===== src/rtl/dmem_arb_pkg.sv =====
// Shared types for the DMem arbiter. Widths default from the ADDR_SIZE / WORD_LEN defines.
// Build option: define DMEM_ARB_RR_EN for round-robin conflict resolution.
`ifndef ADDR_SIZE
`define ADDR_SIZE 32
`endif
`ifndef WORD_LEN
`define WORD_LEN 32
`endif

package dmem_arb_pkg;

    localparam int ADDR_W_DEF   = `ADDR_SIZE;
    localparam int DATA_W_DEF   = `WORD_LEN;
    localparam int LOCK_MAX_DEF = 16;

    typedef enum logic [1:0] {
        S_IDLE,
        S_CPU,
        S_DBG,
        S_DBG_LOCK
    } arb_state_e;

    typedef enum logic [1:0] {
        OWN_NONE,
        OWN_CPU,
        OWN_DBG
    } owner_e;

    function automatic owner_e owner_of(arb_state_e s);
        case (s)
            S_CPU:             return OWN_CPU;
            S_DBG, S_DBG_LOCK: return OWN_DBG;
            default:           return OWN_NONE;
        endcase
    endfunction

endpackage


===== src/rtl/dmem_arb_resp.sv =====
// Per-port response stage: rvalid one cycle after a grant, rdata captured at the grant edge.
module dmem_arb_resp #(
    parameter int DATA_W = 32
) (
    input  logic              clk,
    input  logic              rst,
    input  logic              gnt,
    input  logic [DATA_W-1:0] mem_rdata,
    output logic              rvalid,
    output logic [DATA_W-1:0] rdata
);

    always_ff @(posedge clk or posedge rst) begin
        if (rst) begin
            rvalid <= 1'b0;
            rdata  <= '0;
        end else begin
            rvalid <= gnt;
            if (gnt)
                rdata <= mem_rdata;
        end
    end

endmodule


===== src/rtl/dmem_arbiter.sv =====
// Shares single-ported DMem between the CPU and debug ports; at most one grant per cycle.
// Define DMEM_ARB_RR_EN for round-robin conflicts, otherwise the CPU always wins.
module dmem_arbiter
    import dmem_arb_pkg::*;
#(
    parameter int ADDR_W   = ADDR_W_DEF,
    parameter int DATA_W   = DATA_W_DEF,
    parameter int LOCK_MAX = LOCK_MAX_DEF
) (
    input  logic              clk,
    input  logic              rst,
    input  logic              cpu_req,
    input  logic              cpu_we,
    input  logic [ADDR_W-1:0] cpu_addr,
    input  logic [DATA_W-1:0] cpu_wdata,
    input  logic [ADDR_W-1:0] cpu_pc,
    output logic              cpu_gnt,
    output logic              cpu_rvalid,
    output logic [DATA_W-1:0] cpu_rdata,
    input  logic              dbg_req,
    input  logic              dbg_we,
    input  logic [ADDR_W-1:0] dbg_addr,
    input  logic [DATA_W-1:0] dbg_wdata,
    input  logic              dbg_lock,
    output logic              dbg_gnt,
    output logic              dbg_rvalid,
    output logic [DATA_W-1:0] dbg_rdata,
    output logic              mem_we,
    output logic [ADDR_W-1:0] mem_addr,
    output logic [DATA_W-1:0] mem_wdata,
    output logic [ADDR_W-1:0] mem_pc,
    input  logic [DATA_W-1:0] mem_rdata
);

    localparam int CNT_W = $clog2(LOCK_MAX + 1);
    localparam logic [CNT_W-1:0] CNT_MAX = CNT_W'(LOCK_MAX);

    arb_state_e        state;
    logic [CNT_W-1:0]  lock_cnt;
    logic              lock_blk;
    logic [ADDR_W-1:0] addr_q, pc_q;
    logic [DATA_W-1:0] wdata_q;
    logic              expired, locked, cpu_win, enter_lock;

    // The entry grant is the first locked grant, so the counter starts at 1 and
    // the lock expires once LOCK_MAX debug grants have been issued.
    always_comb begin
        expired    = (state == S_DBG_LOCK) && (lock_cnt == CNT_MAX);
        locked     = (state == S_DBG_LOCK) && dbg_lock && !expired;
`ifdef DMEM_ARB_RR_EN
        cpu_win    = cpu_req && (!dbg_req || owner_of(state) != OWN_CPU);
`else
        cpu_win    = cpu_req;
`endif
        cpu_gnt    = 1'b0;
        dbg_gnt    = 1'b0;
        if (!rst) begin
            if (locked) begin
                dbg_gnt = dbg_req;
            end else begin
                cpu_gnt = cpu_win;
                dbg_gnt = dbg_req && !cpu_win;
            end
        end
        enter_lock = dbg_gnt && !locked && dbg_lock && !lock_blk && !expired;
    end

    assign mem_we    = (cpu_gnt & cpu_we) | (dbg_gnt & dbg_we);
    assign mem_addr  = cpu_gnt ? cpu_addr  : (dbg_gnt ? dbg_addr  : addr_q);
    assign mem_wdata = cpu_gnt ? cpu_wdata : (dbg_gnt ? dbg_wdata : wdata_q);
    assign mem_pc    = cpu_gnt ? cpu_pc    : (dbg_gnt ? '0        : pc_q);

    always_ff @(posedge clk or posedge rst) begin
        if (rst) begin
            state    <= S_IDLE;
            lock_cnt <= '0;
            lock_blk <= 1'b0;
            addr_q   <= '0;
            wdata_q  <= '0;
            pc_q     <= '0;
        end else begin
            // After an expiry the debug port must drop dbg_lock before it can relock.
            lock_blk <= dbg_lock && (lock_blk || expired);
            if (cpu_gnt || dbg_gnt) begin
                addr_q  <= mem_addr;
                wdata_q <= mem_wdata;
                pc_q    <= mem_pc;
            end
            if (cpu_gnt) begin
                state <= S_CPU;
            end else if (dbg_gnt) begin
                if (locked) begin
                    if (lock_cnt != CNT_MAX)
                        lock_cnt <= lock_cnt + 1'b1;
                end else if (enter_lock) begin
                    state    <= S_DBG_LOCK;
                    lock_cnt <= CNT_W'(1);
                end else begin
                    state <= S_DBG;
                end
            end else if (state == S_DBG_LOCK && !locked) begin
                state <= S_DBG;
            end
        end
    end

    dmem_arb_resp #(.DATA_W(DATA_W)) u_cpu_resp (
        .clk       (clk),
        .rst       (rst),
        .gnt       (cpu_gnt),
        .mem_rdata (mem_rdata),
        .rvalid    (cpu_rvalid),
        .rdata     (cpu_rdata)
    );

    dmem_arb_resp #(.DATA_W(DATA_W)) u_dbg_resp (
        .clk       (clk),
        .rst       (rst),
        .gnt       (dbg_gnt),
        .mem_rdata (mem_rdata),
        .rvalid    (dbg_rvalid),
        .rdata     (dbg_rdata)
    );

endmodule

===== config.mk =====
export PLATFORM = sky130hd
export DESIGN_NAME = dmem_arbiter
export DESIGN_NICKNAME = d
export VERILOG_FILES = /design/src/rtl/dmem_arb_pkg.sv /design/src/rtl/dmem_arb_resp.sv /design/src/rtl/dmem_arbiter.sv
export SDC_FILE = /design/constraint.sdc
export NUM_CORES = 1
export LEC_CHECK = 0
export ABC_CLOCK_PERIOD_IN_PS = 7300
export CAP_MARGIN = 20
export CORE_AREA = 2 2 141 143
export CTS_BUF_LIST = sky130_fd_sc_hd__clkbuf_4
export DETAILED_ROUTE_END_ITERATION = 7
export DIE_AREA = 0 0 143 145
export PLACE_DENSITY = 0.87
export SLEW_MARGIN = 20
export SYNTH_ARGS = -nofsm -noshare
export SYNTH_HDL_FRONTEND = slang
export SYNTH_SLANG_ARGS = --single-unit

===== constraint.sdc =====
create_clock -name clk -period 7.3 [get_ports clk]
set_input_delay 1.095 -clock clk [delete_from_list [all_inputs] [get_ports clk]]
set_output_delay 1.095 -clock clk [all_outputs]
set_load 0.02 [all_outputs]

======== After elaboration in Yosys (flattened, before gate mapping) ========
Index checks and enable logic that the tools add are counted.
operators by class
  eq/ne operators ......................... 5
  bitwise logic cells ..................... 4
  reductions and logical operators ........ 20
  multiplexer cells ....................... 18
  add/sub/neg operators ................... 1
operator list
  operator                                                                  number
  32-bit 2-to-1 mux                                                         6
  5-bit 2-to-1 mux                                                          3
  1-bit logical AND                                                         10
  2-bit 2-to-1 mux                                                          4
  5-bit by 1-bit adder with 5-bit output (second input constant)            1
  5-bit equality test (second input constant)                               1
  1-bit 2-to-1 mux                                                          5
  5-bit inequality test (second input constant)                             1
  1-bit logical NOT                                                         4
  4-bit AND reduction                                                       1
  3-bit inequality test (second input constant)                             1
  3-bit nonzero test                                                        1
  1-bit AND                                                                 2
  2-bit equality test (second input constant)                               1
  1-bit logical OR                                                          2
  2-bit by 1-bit inequality test with 1-bit output (second input constant)  1
  2-bit AND reduction                                                       1
  2-bit nonzero test                                                        1
  1-bit NOT                                                                 1
  1-bit bitwise OR                                                          1
storage, ports and cells
  bits in registers ....................... 170
  output and inout port bits .............. 165

======== Logic depth before layout (Yosys ltp) ========
  depth in word-level cells ............... 14
  mapped depth ............................ 9
  mapped depth without buffers ............ 7

======== Cells and area by module ========
From an unflattened synthesis, not the netlist that was laid out.
unflattened totals
  cells, all modules ...................... 599
  area total of the unflattened synthesis .. 8176.6 sq um
modules (own cells, without submodules)
  module         area each (sq um)  cells an instance  instances
  dmem_arbiter   5429.0             459                1
  dmem_arb_resp  1373.8             70                 2

======== Least setup slack after synthesis ========
No wires, ideal clock.
  kind .................................... input to output
  start point ............................. input port rst
  end point ............................... output port mem_addr[25]
  slack ................................... 3.832 ns
  arrival ................................. 2.373 ns
  buffers on the path ..................... 3
  stages on the path ...................... 6
  cell sequence ........................... nand2b_1 > or2_1 > buf_2 > buf_6 > buf_2 > o21ai_0
between the ends
  cells in the longest elaborated chain, start to end .. 3
  elaborated cells between the ends (all ways) .. 4
ends and longest elaborated chain
  what                   line                source
  from (decl)            dmem_arbiter.sv:11  input logic rst,
  1-bit 2-to-1 mux       dmem_arbiter.sv:57  if (!rst) begin
  32-bit 2-to-1 mux      dmem_arbiter.sv:69  assign mem_addr = cpu_gnt ? cpu_addr : (dbg_gnt ? dbg_addr : addr_q);
  32-bit 2-to-1 mux (*)  dmem_arbiter.sv:69
  to (decl)              dmem_arbiter.sv:29  output logic [ADDR_W-1:0] mem_addr,
Every way passes the cells marked *; elsewhere a longest branch is shown, timed or not.

======== Worst setup path after layout ========
Same ends and word-level chain as after synthesis.

==> impl_results.md <==
- Status: finished clean
- # hold bufs at CTS: 0
- Yosys cell types: 34
- Worst rel slew slack: 33.6%
- Root buf cell: clkbuf_4
- Layout Nets: 1191
- Crit-path cells: clkdlybuf4s50_1 -> nand2b_1 -> or2_4 -> buf_4 -> o21ai_0 -> clkdlybuf4s50_1
- Number of buffers created by CTS: 17
- Reg2Reg Depth: 8
- Worst Path Arrival: 4.04 ns
- Worst EP required: 6.20 ns
- Post-synthesis cell area: 7510 um^2
- Largest net degree at the start of global routing: 129
- Antenna violations before repair: 0
- Post-Synthesis Cells: 653
- Setup Crit Path Kind: in -> out
- Top delay family on crit path: buffers and inverters
- Placed wire-length estimate: 16.1 mm
- #FFs+latches synth: 170
- Area contributors post-synth: dfrtp_1, mux2_2, a22o_1
- DRC viols: 0
- Hold path start: wdata_q[24]
- Io pins: 364
- Fraction of registers with async set/reset: 100%
- Peak Freq: 0.195 GHz
- Finished Core Util: 60.2%
- Crit path top cell by count: clkdlybuf4s50_1
- Yosys warns: 0
- Clk pin slew, worst setup/hold paths: 0.14 ns
- Vias in the first global route: 6583
- VDD IR-drop max: 124 uV
- Leak Pwr: 0.00499 uW
- GRT overflow: 0
- Most common library cells after synthesis: dfrtp_1, o21ai_0, inv_1
- Synth area leader: dfrtp_1
- Final setup fails: 0
- Die height: 145 um
- Synthesized area per cell: 11.5 um^2
- Critical path buffer and inverter count: 3
- Most frequent cell after synthesis: dfrtp_1
- CP endpoint kind: output port
- Maximum fanout along the worst path: 80
- Port bufs: 363
- Inst Count DP: 1236
- PwrDens: 235 nW/um^2
- # diodes: 0
- GRT Total Usage: 21.0%
- Initial DRC Count: 361
- Post-route ant nets: 0
- Worst reg-to-reg setup slack: 3.94 ns
- Avg WL per Cell: 17.4 um
- Hold WC Path Type: reg -> reg
- Synthesis-to-finish area growth: 53.7%
- Slew Limit Fails: 0
- Core footprint: 19200 um^2
- Unrepaired setup endpoints after global routing: false
- GPL Wtd Cong: 0.832
- Deepest clock path buffer count: 2
- Final Instance Count excl. Fillers: 1268
- Die W: 143 um
- Critical path startpoint category: primary input
- Post-synth EDFFs: 0
- Layout cells sized above 1: 10.8%
- Postcts setup bufs: 0
- PostCTS Resize Cnt: 0
- Via count: 6546
- Worst-Skew Late Latency: 0.54 ns
- Crit-path max cell delay: 0.66 ns
- Fin Clk Skew: 0.0238 ns
- Dominant synthesized flop cell: dfrtp_1
- H-tree depth: 4
- Standard-cell row count: 51
- Setup TNS: 0 ns
- Die area: 20700 um^2
- Hold Vio Cnt, Final: 0
- CTS tree: built
- Hold path cells: 2
- Min Tclk post-route: 5.14 ns
- Slew @ Worst Pin: 0.995 ns
- Max-Cap Viols: 0
- Via density per instance: 5.16
- R2R Path End: u_dbg_resp.rdata[17]
- Synth top area share: 56.6%
- Seq/Total Area, Yosys: 56.6%
- Worst Hold Path EP: wdata_q[24]
- Slowest-stage cell, CP: clkdlybuf4s50_1
- Worst flop-to-flop path startpoint: lock_cnt[0]
- Mapped Nets: 854
- Tcrit/Tclk final: 70.4%
- Initial Utilization: 39.1%
- CTS Sinks: 170
- First-pass GRT wire length: 34.3 mm
- Total wire length: 22.1 mm
- First-pass DRT Iterations: 6
[power breakdown]
group | internal, uW | total [uW] | switching [uW]
Clock | 156 | 535 | 379
Sequential | 1100 | 1180 | 78.5
Combinational | 514 | 1000 | 486
[sequential cells by signal, indices dropped and copies added (netlist names)]
signal,flops
u_cpu_resp.rvalid,1
u_dbg_resp.rdata,32
u_dbg_resp.rvalid,1
addr_q,32
lock_cnt,5
u_cpu_resp.rdata,32
pc_q,32
wdata_q,32
lock_blk,1
state,2
[per-layer routing]
layer	track usage, %	vias up	wire, um
met2	34.9	299	11000
li1	-	3043	-
met3	8.05	46	2020
met1	24.5	3158	8430
met5	0	-	0
met4	7.77	0	661
[through the flow]
| step | power (uW) | area, um^2 | hold WS [ns] | setup WS [ns] |
|---|---|---|---|---|
| floorplan | 1690 | 7510 | 0.463 | 1.60 |
| global placement | 2180 | 11300 | 0.477 | 2.30 |
| detailed placement | 2210 | 11300 | 0.483 | 2.23 |
| CTS | 2750 | 11500 | 0.519 | 2.19 |
| global route | 2860 | 11600 | 0.533 | 1.98 |
| finish | 2720 | 11600 | 0.514 | 2.16 |
[logic make-up (layout without fill, tap and decap cells)]
| family | count (synthesis) | in the layout | share of synthesized area (%) |
|---|---|---|---|
| AO/OA/AOI/OAI | 276 | 276 | 24.3 |
| flip-flops | 170 | 170 | 56.6 |
| buffers and inverters | 122 | 472 | 7.63 |
| multiplexers | 65 | 65 | 9.72 |
| AND/OR/NAND/NOR | 18 | 18 | 1.37 |
| adder cells (fa/ha/maj) | 2 | 2 | 0.333 |
[placed cells by master (no fill, tap or decap), drive strengths merged, types with 4 or more instances in the layout]
cell             n
clkdlybuf4s50  363
buf              6
mux2            64
a21oi            4
dfrtp          170
clkinv           6
inv             78
a22oi           64
nor2             5
o21ai          132
clkbuf          17
a22o            67
[worst min-delay path, stage by stage, from the launching register on]
cell and delay (ns):
dfrtp_1 0.35, a22oi_1 0.07, o21ai_0 0.07
[worst max-delay path by stage]
| stage | from | cells past startpoint | to |
|---|---|---|---|
| 3_3_place_gp | rst | 6 | mem_addr[0] |
| 4_1_cts | rst | 6 | mem_addr[25] |
| 5_1_grt | rst | 6 | mem_addr[25] |
| 3_5_place_dp | rst | 6 | mem_addr[25] |
| 6_report | rst | 6 | mem_addr[25] |
| 2_1_floorplan | rst | 1 | addr_q[0] |
[area by class of cell]
type | count | area (um^2)
Fill cell | 1554 | 7650
Sequential cell | 170 | 4250
Timing Repair Buffer | 369 | 3690
Multi-Input combinational cell | 361 | 2720
Tap cell | 265 | 332
Inverter | 71 | 272
Clock inverter | 15 | 155
Clock buffer | 17 | 128
Note: power is estimated with default switching activity, not from simulation.
